===== src/rtl/mem_stage_if.sv =====
// Data-memory handshake bundle between the memory stage (master) and data memory (slave).
// The request side stays stable from req rise until the ack cycle.
interface mem_stage_if #(
    parameter int DW = 32
);
    logic          dmem_req;
    logic          dmem_we;
    logic [DW-1:0] dmem_addr;
    logic [DW-1:0] dmem_wdata;
    logic          dmem_ack;
    logic [DW-1:0] dmem_rdata;

    modport master (
        output dmem_req, dmem_we, dmem_addr, dmem_wdata,
        input  dmem_ack, dmem_rdata
    );

    modport slave (
        input  dmem_req, dmem_we, dmem_addr, dmem_wdata,
        output dmem_ack, dmem_rdata
    );
endinterface


===== src/rtl/mem_stage.sv =====
// Pipeline memory stage: EX/MEM register, data-memory req/ack FSM with timeout,
// branch resolution and the MEM/WB register.
module mem_stage #(
    parameter int DW      = 32,
    parameter int TIMEOUT = 15
) (
    input  logic          clk,
    input  logic          rst_n,
    input  logic          ex_wreg,
    input  logic          ex_m2reg,
    input  logic          ex_wmem,
    input  logic [DW-1:0] ex_aluR,
    input  logic [DW-1:0] ex_inB,
    input  logic [4:0]    ex_destR,
    input  logic          ex_branch,
    input  logic [DW-1:0] ex_pc,
    input  logic          ex_zero,
    input  logic [3:0]    EXE_ins_type,
    input  logic [3:0]    EXE_ins_number,
    mem_stage_if.master   dmem,
    output logic          mem_stall,
    output logic          mem_pcsrc,
    output logic [DW-1:0] mem_branch_pc,
    output logic          mem_err,
    output logic          wb_wreg,
    output logic          wb_m2reg,
    output logic [DW-1:0] wb_aluR,
    output logic [DW-1:0] wb_mdata,
    output logic [4:0]    wb_destR,
    output logic [3:0]    MEM_ins_type,
    output logic [3:0]    MEM_ins_number
);
    localparam int CW = (TIMEOUT > 1) ? $clog2(TIMEOUT) : 1;

    typedef enum logic {
        IDLE   = 1'b0,
        ACCESS = 1'b1
    } state_t;

    state_t        state_q, state_d;
    logic [CW-1:0] cnt_q, cnt_d;

    logic          m_wreg_q, m_m2reg_q, m_wmem_q, m_branch_q, m_zero_q;
    logic [DW-1:0] m_aluR_q, m_inB_q, m_pc_q;
    logic [4:0]    m_destR_q;
    logic [3:0]    m_type_q, m_num_q;

    logic          wb_wreg_q, wb_m2reg_q;
    logic [DW-1:0] wb_aluR_q, wb_mdata_q;
    logic [4:0]    wb_destR_q;
    logic          err_q;

    logic in_access, last_cycle, stall, timed_out, load_done;

    // The final allowed ACCESS cycle always completes, with or without an ack.
    always_comb begin
        in_access  = (state_q == ACCESS);
        last_cycle = in_access && (cnt_q == CW'(TIMEOUT - 1));
        stall      = in_access && !dmem.dmem_ack && !last_cycle;
        timed_out  = last_cycle && !dmem.dmem_ack;
        load_done  = in_access && dmem.dmem_ack && !m_wmem_q;
        state_d    = state_q;
        cnt_d      = cnt_q;
        if (stall) begin
            cnt_d = cnt_q + CW'(1);
        end else begin
            cnt_d   = '0;
            state_d = (ex_m2reg || ex_wmem) ? ACCESS : IDLE;
        end
    end

    always_ff @(posedge clk or negedge rst_n) begin
        if (!rst_n) begin
            state_q <= IDLE;
            cnt_q   <= '0;
            err_q   <= 1'b0;
        end else begin
            state_q <= state_d;
            cnt_q   <= cnt_d;
            if (timed_out) err_q <= 1'b1;
        end
    end

    always_ff @(posedge clk or negedge rst_n) begin
        if (!rst_n) begin
            m_wreg_q   <= 1'b0;
            m_m2reg_q  <= 1'b0;
            m_wmem_q   <= 1'b0;
            m_aluR_q   <= '0;
            m_inB_q    <= '0;
            m_destR_q  <= '0;
            m_branch_q <= 1'b0;
            m_pc_q     <= '0;
            m_zero_q   <= 1'b0;
            m_type_q   <= '0;
            m_num_q    <= '0;
        end else if (!stall) begin
            m_wreg_q   <= ex_wreg;
            m_m2reg_q  <= ex_m2reg;
            m_wmem_q   <= ex_wmem;
            m_aluR_q   <= ex_aluR;
            m_inB_q    <= ex_inB;
            m_destR_q  <= ex_destR;
            m_branch_q <= ex_branch;
            m_pc_q     <= ex_pc;
            m_zero_q   <= ex_zero;
            m_type_q   <= EXE_ins_type;
            m_num_q    <= EXE_ins_number;
        end
    end

    // Stall cycles inject bubbles; an abandoned access never writes the register file.
    always_ff @(posedge clk or negedge rst_n) begin
        if (!rst_n) begin
            wb_wreg_q  <= 1'b0;
            wb_m2reg_q <= 1'b0;
            wb_aluR_q  <= '0;
            wb_mdata_q <= '0;
            wb_destR_q <= '0;
        end else if (stall) begin
            wb_wreg_q  <= 1'b0;
            wb_m2reg_q <= 1'b0;
        end else begin
            wb_wreg_q  <= m_wreg_q & ~timed_out;
            wb_m2reg_q <= m_m2reg_q;
            wb_aluR_q  <= m_aluR_q;
            wb_destR_q <= m_destR_q;
            if (timed_out)      wb_mdata_q <= '0;
            else if (load_done) wb_mdata_q <= dmem.dmem_rdata;
        end
    end

    assign dmem.dmem_req   = in_access;
    assign dmem.dmem_we    = in_access & m_wmem_q;
    assign dmem.dmem_addr  = m_aluR_q;
    assign dmem.dmem_wdata = m_inB_q;

    assign mem_stall      = stall;
    assign mem_pcsrc      = m_branch_q & m_zero_q;
    assign mem_branch_pc  = m_pc_q;
    assign mem_err        = err_q;
    assign wb_wreg        = wb_wreg_q;
    assign wb_m2reg       = wb_m2reg_q;
    assign wb_aluR        = wb_aluR_q;
    assign wb_mdata       = wb_mdata_q;
    assign wb_destR       = wb_destR_q;
    assign MEM_ins_type   = m_type_q;
    assign MEM_ins_number = m_num_q;
endmodule


===== src/flat_wrapper.sv =====
// flat-port wrapper written by rule: the top's interface ports become plain ports
module mem_stage_flat 
#(
    parameter int DW      = 32,
    parameter int TIMEOUT = 15
)
  (clk, rst_n, ex_wreg, ex_m2reg, ex_wmem, ex_aluR, ex_inB, ex_destR, ex_branch, ex_pc, ex_zero, EXE_ins_type, EXE_ins_number, mem_stall, mem_pcsrc, mem_branch_pc, mem_err, wb_wreg, wb_m2reg, wb_aluR, wb_mdata, wb_destR, MEM_ins_type, MEM_ins_number, dmem_dmem_req, dmem_dmem_we, dmem_dmem_addr, dmem_dmem_wdata, dmem_dmem_ack, dmem_dmem_rdata);
  mem_stage_if #(.DW(DW)) dmem_i ();
  input  logic clk;
  input  logic rst_n;
  input  logic ex_wreg;
  input  logic ex_m2reg;
  input  logic ex_wmem;
  input  logic [DW-1:0] ex_aluR;
  input  logic [DW-1:0] ex_inB;
  input  logic [4:0] ex_destR;
  input  logic ex_branch;
  input  logic [DW-1:0] ex_pc;
  input  logic ex_zero;
  input  logic [3:0] EXE_ins_type;
  input  logic [3:0] EXE_ins_number;
  output logic mem_stall;
  output logic mem_pcsrc;
  output logic [DW-1:0] mem_branch_pc;
  output logic mem_err;
  output logic wb_wreg;
  output logic wb_m2reg;
  output logic [DW-1:0] wb_aluR;
  output logic [DW-1:0] wb_mdata;
  output logic [4:0] wb_destR;
  output logic [3:0] MEM_ins_type;
  output logic [3:0] MEM_ins_number;
  output wire logic [$bits(dmem_i.dmem_req)-1:0] dmem_dmem_req;
  output wire logic [$bits(dmem_i.dmem_we)-1:0] dmem_dmem_we;
  output wire logic [$bits(dmem_i.dmem_addr)-1:0] dmem_dmem_addr;
  output wire logic [$bits(dmem_i.dmem_wdata)-1:0] dmem_dmem_wdata;
  input wire logic [$bits(dmem_i.dmem_ack)-1:0] dmem_dmem_ack;
  input wire logic [$bits(dmem_i.dmem_rdata)-1:0] dmem_dmem_rdata;
  assign dmem_dmem_req = dmem_i.dmem_req;
  assign dmem_dmem_we = dmem_i.dmem_we;
  assign dmem_dmem_addr = dmem_i.dmem_addr;
  assign dmem_dmem_wdata = dmem_i.dmem_wdata;
  assign dmem_i.dmem_ack = dmem_dmem_ack;
  assign dmem_i.dmem_rdata = dmem_dmem_rdata;
  mem_stage #(.DW(DW), .TIMEOUT(TIMEOUT)) u_core (.clk(clk), .rst_n(rst_n), .ex_wreg(ex_wreg), .ex_m2reg(ex_m2reg), .ex_wmem(ex_wmem), .ex_aluR(ex_aluR), .ex_inB(ex_inB), .ex_destR(ex_destR), .ex_branch(ex_branch), .ex_pc(ex_pc), .ex_zero(ex_zero), .EXE_ins_type(EXE_ins_type), .EXE_ins_number(EXE_ins_number), .dmem(dmem_i), .mem_stall(mem_stall), .mem_pcsrc(mem_pcsrc), .mem_branch_pc(mem_branch_pc), .mem_err(mem_err), .wb_wreg(wb_wreg), .wb_m2reg(wb_m2reg), .wb_aluR(wb_aluR), .wb_mdata(wb_mdata), .wb_destR(wb_destR), .MEM_ins_type(MEM_ins_type), .MEM_ins_number(MEM_ins_number));
endmodule

===== config.mk =====
export PLATFORM = sky130hd
export DESIGN_NAME = mem_stage_flat
export DESIGN_NICKNAME = d
export VERILOG_FILES = /design/src/rtl/mem_stage_if.sv /design/src/rtl/mem_stage.sv /design/src/flat_wrapper.sv
export SDC_FILE = /design/constraint.sdc
export NUM_CORES = 1
export LEC_CHECK = 0
export CAP_MARGIN = 5
export CORE_UTILIZATION = 45
export DETAILED_ROUTE_END_ITERATION = 12
export GPL_TIMING_DRIVEN = 0
export PLACE_DENSITY = 0.86
export SETUP_SLACK_MARGIN = 0.3
export SYNTH_ARGS = -nofsm -noshare
export SYNTH_HDL_FRONTEND = slang
export SYNTH_SLANG_ARGS = --single-unit

===== constraint.sdc =====
create_clock -name clk -period 3.3 [get_ports clk]
set_input_delay 0.66 -clock clk [delete_from_list [all_inputs] [get_ports clk]]
set_output_delay 0.66 -clock clk [all_outputs]
set_load 0.01 [all_outputs]

==> key figures <==
Global route
  – Largest net degree at the start of global routing: about 110
  – Overall Global Routing Usage: 0.245
  – Vias in the first global route: between 5000 and 6000
  – First-pass GRT wire length: around 30000 µm
  – Total grt overflow: 0
  – Initial antenna violation count: 0

Run status
  – Status: finished clean

Layout
  – Nets: 987
  – Share of cells above drive strength 1: 0.244
  – Non-filler cells, final: 1065
  – Antenna fix cells: 0
  – Layout area overhead: 57.2%

Worst setup path
  – Highest-delay cell along the critical path: clkdlybuf4s50_1
  – Crit path from: dmem_dmem_ack
  – Worst reg2reg startpoint: u_core.cnt_q[0]
  – Critical path class: primary input to primary output
  – Crit start category: primary input
  – Critical Path Sink Type: primary output
  – Most used cell, CP: buf_8
  – CP Data Required Time: 2.64 ns
  – Critical Path Max Stage Delay: 0.45 ns
  – Buf/Inv on CP: 6
  – CP top delay family: buffers and inverters
  – Crit path DAT: ~2.3 ns
  – CP cell instances: clkdlybuf4s50_1, nand2b_1, nand2b_4, buf_6, inv_6, buf_8, buf_8, clkdlybuf4s15_2
  – Worst-path fanout max: 10

Clock network
  – Bufs on Longest Clock Path: 2
  – H-Tree Depth: 4
  – Hold_buf cts: 0
  – CTS sink count: 191
  – Worst-path clk slew: 0.07 ns
  – CTS tree: built
  – Num CTS Buffers: 17
  – Post CTS Setup Buffer Count: 0
  – Clock root buffer: clkbuf_16
  – Worst skew pair latency: roughly 0.43 ns

Logic synthesis
  – Post-synthesis simple-gate area fraction: 0.0476
  – Share of synthesized area spent on multiplexers: 0.247
  – Sequential fraction of the synthesis area: 0.655
  – Syn Nets: 639
  – Xor and xnor fraction of the mapped netlist area: 0.00240
  – Yosys reg bits: 191
  – Mean Syn Cell Area: 15.0 µm²
  – Mapped Area: 7300 µm²
  – Main combinational cell family by area after synthesis: multiplexers
  – Netlist cell types: 23
  – Syn Inst Count: 488
  – Yosys warnings: 0
  – Synth Area in Compound Gates: 0.0219
  – Synth Area in Adders: 0.00343

STA
  – Worst Skew: 0.0165 ns
  – Setup-failing EPs final: 0
  – RSZ-0062 raised after global routing: no
  – Slew Limit Fails: 0
  – Final hold vios: 0
  – Fmax: 0.340 GHz
  – Slew headroom: 0.579
  – Minimum clock period: 2.94 ns
  – Worst-Margin Slew: roughly 0.63 ns
  – Tcrit/Tclk final: 0.891
  – Hold_ws: 0.220 ns

Floorplanning
  – Num rows: 46
  – Die area: around 17000 µm²
  – Initial core utilization: 0.460
  – I/O pin total: 329
  – Die W: 129 µm
  – CORE AREA: 15900 µm²
  – Die Ht: 129 µm

Detailed routing
  – Pre-antenna DRT Iters: 4
  – Via count: ~5300
  – Per-cell routed wire length: about 19 µm
  – Via density: 4.94
  – DRC Markers: 0
  – Total wire length: 20400 µm
  – Post-route ant nets: 0
  – Initial DRC count: 173

Placement
  – DP HPWL: ~15000 µm
  – Placed cell count: 1033
  – Port Buffers: 328
  – GP Congestion: 0.788

Pwr
  – PD cells: 557 nW/µm²
  – Max VDD drop: roughly 0.00034 V
  – Leakage: roughly 5 nW

Flow run
  – Max Cap Viol: 0

Min path
  – Worst min path class: primary input to asynchronous set/reset pin
Yosys cell counts (all sizes together):
master / number / area, µm²
a21oi: 32 / 160
and2: 4 / 25.0
and3b: 1 / 8.76
buf: 17 / 116
clkbuf: 10 / 37.5
dfrtp: 191 / 4780
ha: 2 / 25.0
inv: 2 / 12.5
mux2: 151 / 1810
nand2: 64 / 240
nand2b: 2 / 20.0
nand3: 2 / 15.0
nand3b: 1 / 7.51
nor2: 5 / 18.8
or2: 1 / 6.26
or3: 1 / 6.26
xnor2: 1 / 8.76
xor2: 1 / 8.76
registers in the layout, summed over array words and instances, names as in the netlist:
name / count
u_core.MEM_ins_number: 4
u_core.MEM_ins_type: 4
u_core.cnt_q: 4
u_core.dmem.dmem_addr: 32
u_core.dmem.dmem_req: 1
u_core.dmem.dmem_wdata: 32
u_core.m_branch_q: 1
u_core.m_destR_q: 5
u_core.m_m2reg_q: 1
u_core.m_wmem_q: 1
u_core.m_wreg_q: 1
u_core.m_zero_q: 1
u_core.mem_branch_pc: 32
u_core.mem_err: 1
u_core.wb_aluR: 32
u_core.wb_destR: 5
u_core.wb_m2reg: 1
u_core.wb_mdata: 32
u_core.wb_wreg: 1
layout make-up:
cell class | instances | area, µm²
timing repair buffer | 329 | 3320
tap | 216 | 270
inverter | 2 | 12.5
clock buffer | 18 | 439
sequential | 191 | 4780
buffer | 27 | 161
fill | 1075 | 4410
clock inverter | 14 | 141
multi-input combinational | 268 | 2360
routing by layer:
metal / GRT usage / vias to the layer above / part of all wire
met5: 0 / - / 0
li1: - / 2354 / -
met3: 0.0727 / 42 / 0.070
met1: 0.263 / 2644 / 0.37
met4: 0.108 / 0 / 0.029
met2: 0.446 / 223 / 0.54
power breakdown:
group / leakage [nW] / internal, mW / switching, mW
logic: 2.34 / 0.951 / 0.572
registers: 2.26 / 2.65 / 0.197
clock network: 0.290 / 1.14 / 0.888
logic make-up (layout without fill, tap and decap cells):
kind of cell / Yosys count / after routing
flops: 191 / 191
xor+xnor: 2 / 2
simple gates: 81 / 81
mux: 151 / 151
fa+ha+maj: 2 / 2
compound gates: 32 / 32
buf+inv: 29 / 390
path summary, 6_finish.rpt:
path                                          endpoint  slack, ns  cells past startpoint
worst min register to register          u_core.wb_wreg       0.46                      1
min in group clk                        u_core.wb_wreg       0.46                      1
worst max register to register  u_core.MEM_ins_type[1]       1.41                      8
max in group asynchronous            u_core.wb_aluR[4]       2.16                      2
worst max-delay path                         mem_stall       0.36                      8
worst min-delay path               u_core.wb_mdata[27]       0.22                      1
through the flow:
step	cell area, µm²	TNS [ns]	util	power [mW]	worst slack, ns
4_1_cts	11500	0	0.722	6.45	0.305
6_report	11500	0	0.723	6.40	0.359
3_3_place_gp	10900	-1090.72	0.683	4.34	-5.73
2_1_floorplan	7300	0	-	3.42	1.22
5_1_grt	11500	0	0.723	6.66	0.306
3_5_place_dp	10900	0	0.685	4.41	0.00963
repair_timing:
action | in CTS | in global routing
endpoints found under the setup margin | 1 | 1
pin swaps | 0 | 0
resized for setup | 3 | 2
cells in the final DEF, fill, tap and decap left out, types with 2 or more instances in the layout:
cell type and n:
clkbuf_1 10, clkinv_4 3, nor2_1 5, ha_1 2, and2_1 4, mux2_4 28, dfrtp_1 191, bufinv_16 2
nand2_1 64, clkinv_2 6, a21oi_1 32, clkdlybuf4s50_1 326, buf_6 3, buf_8 3, buf_2 12, mux2_2 123
inv_6 3, clkbuf_16 17
Note: power is estimated with default switching activity, not from simulation.
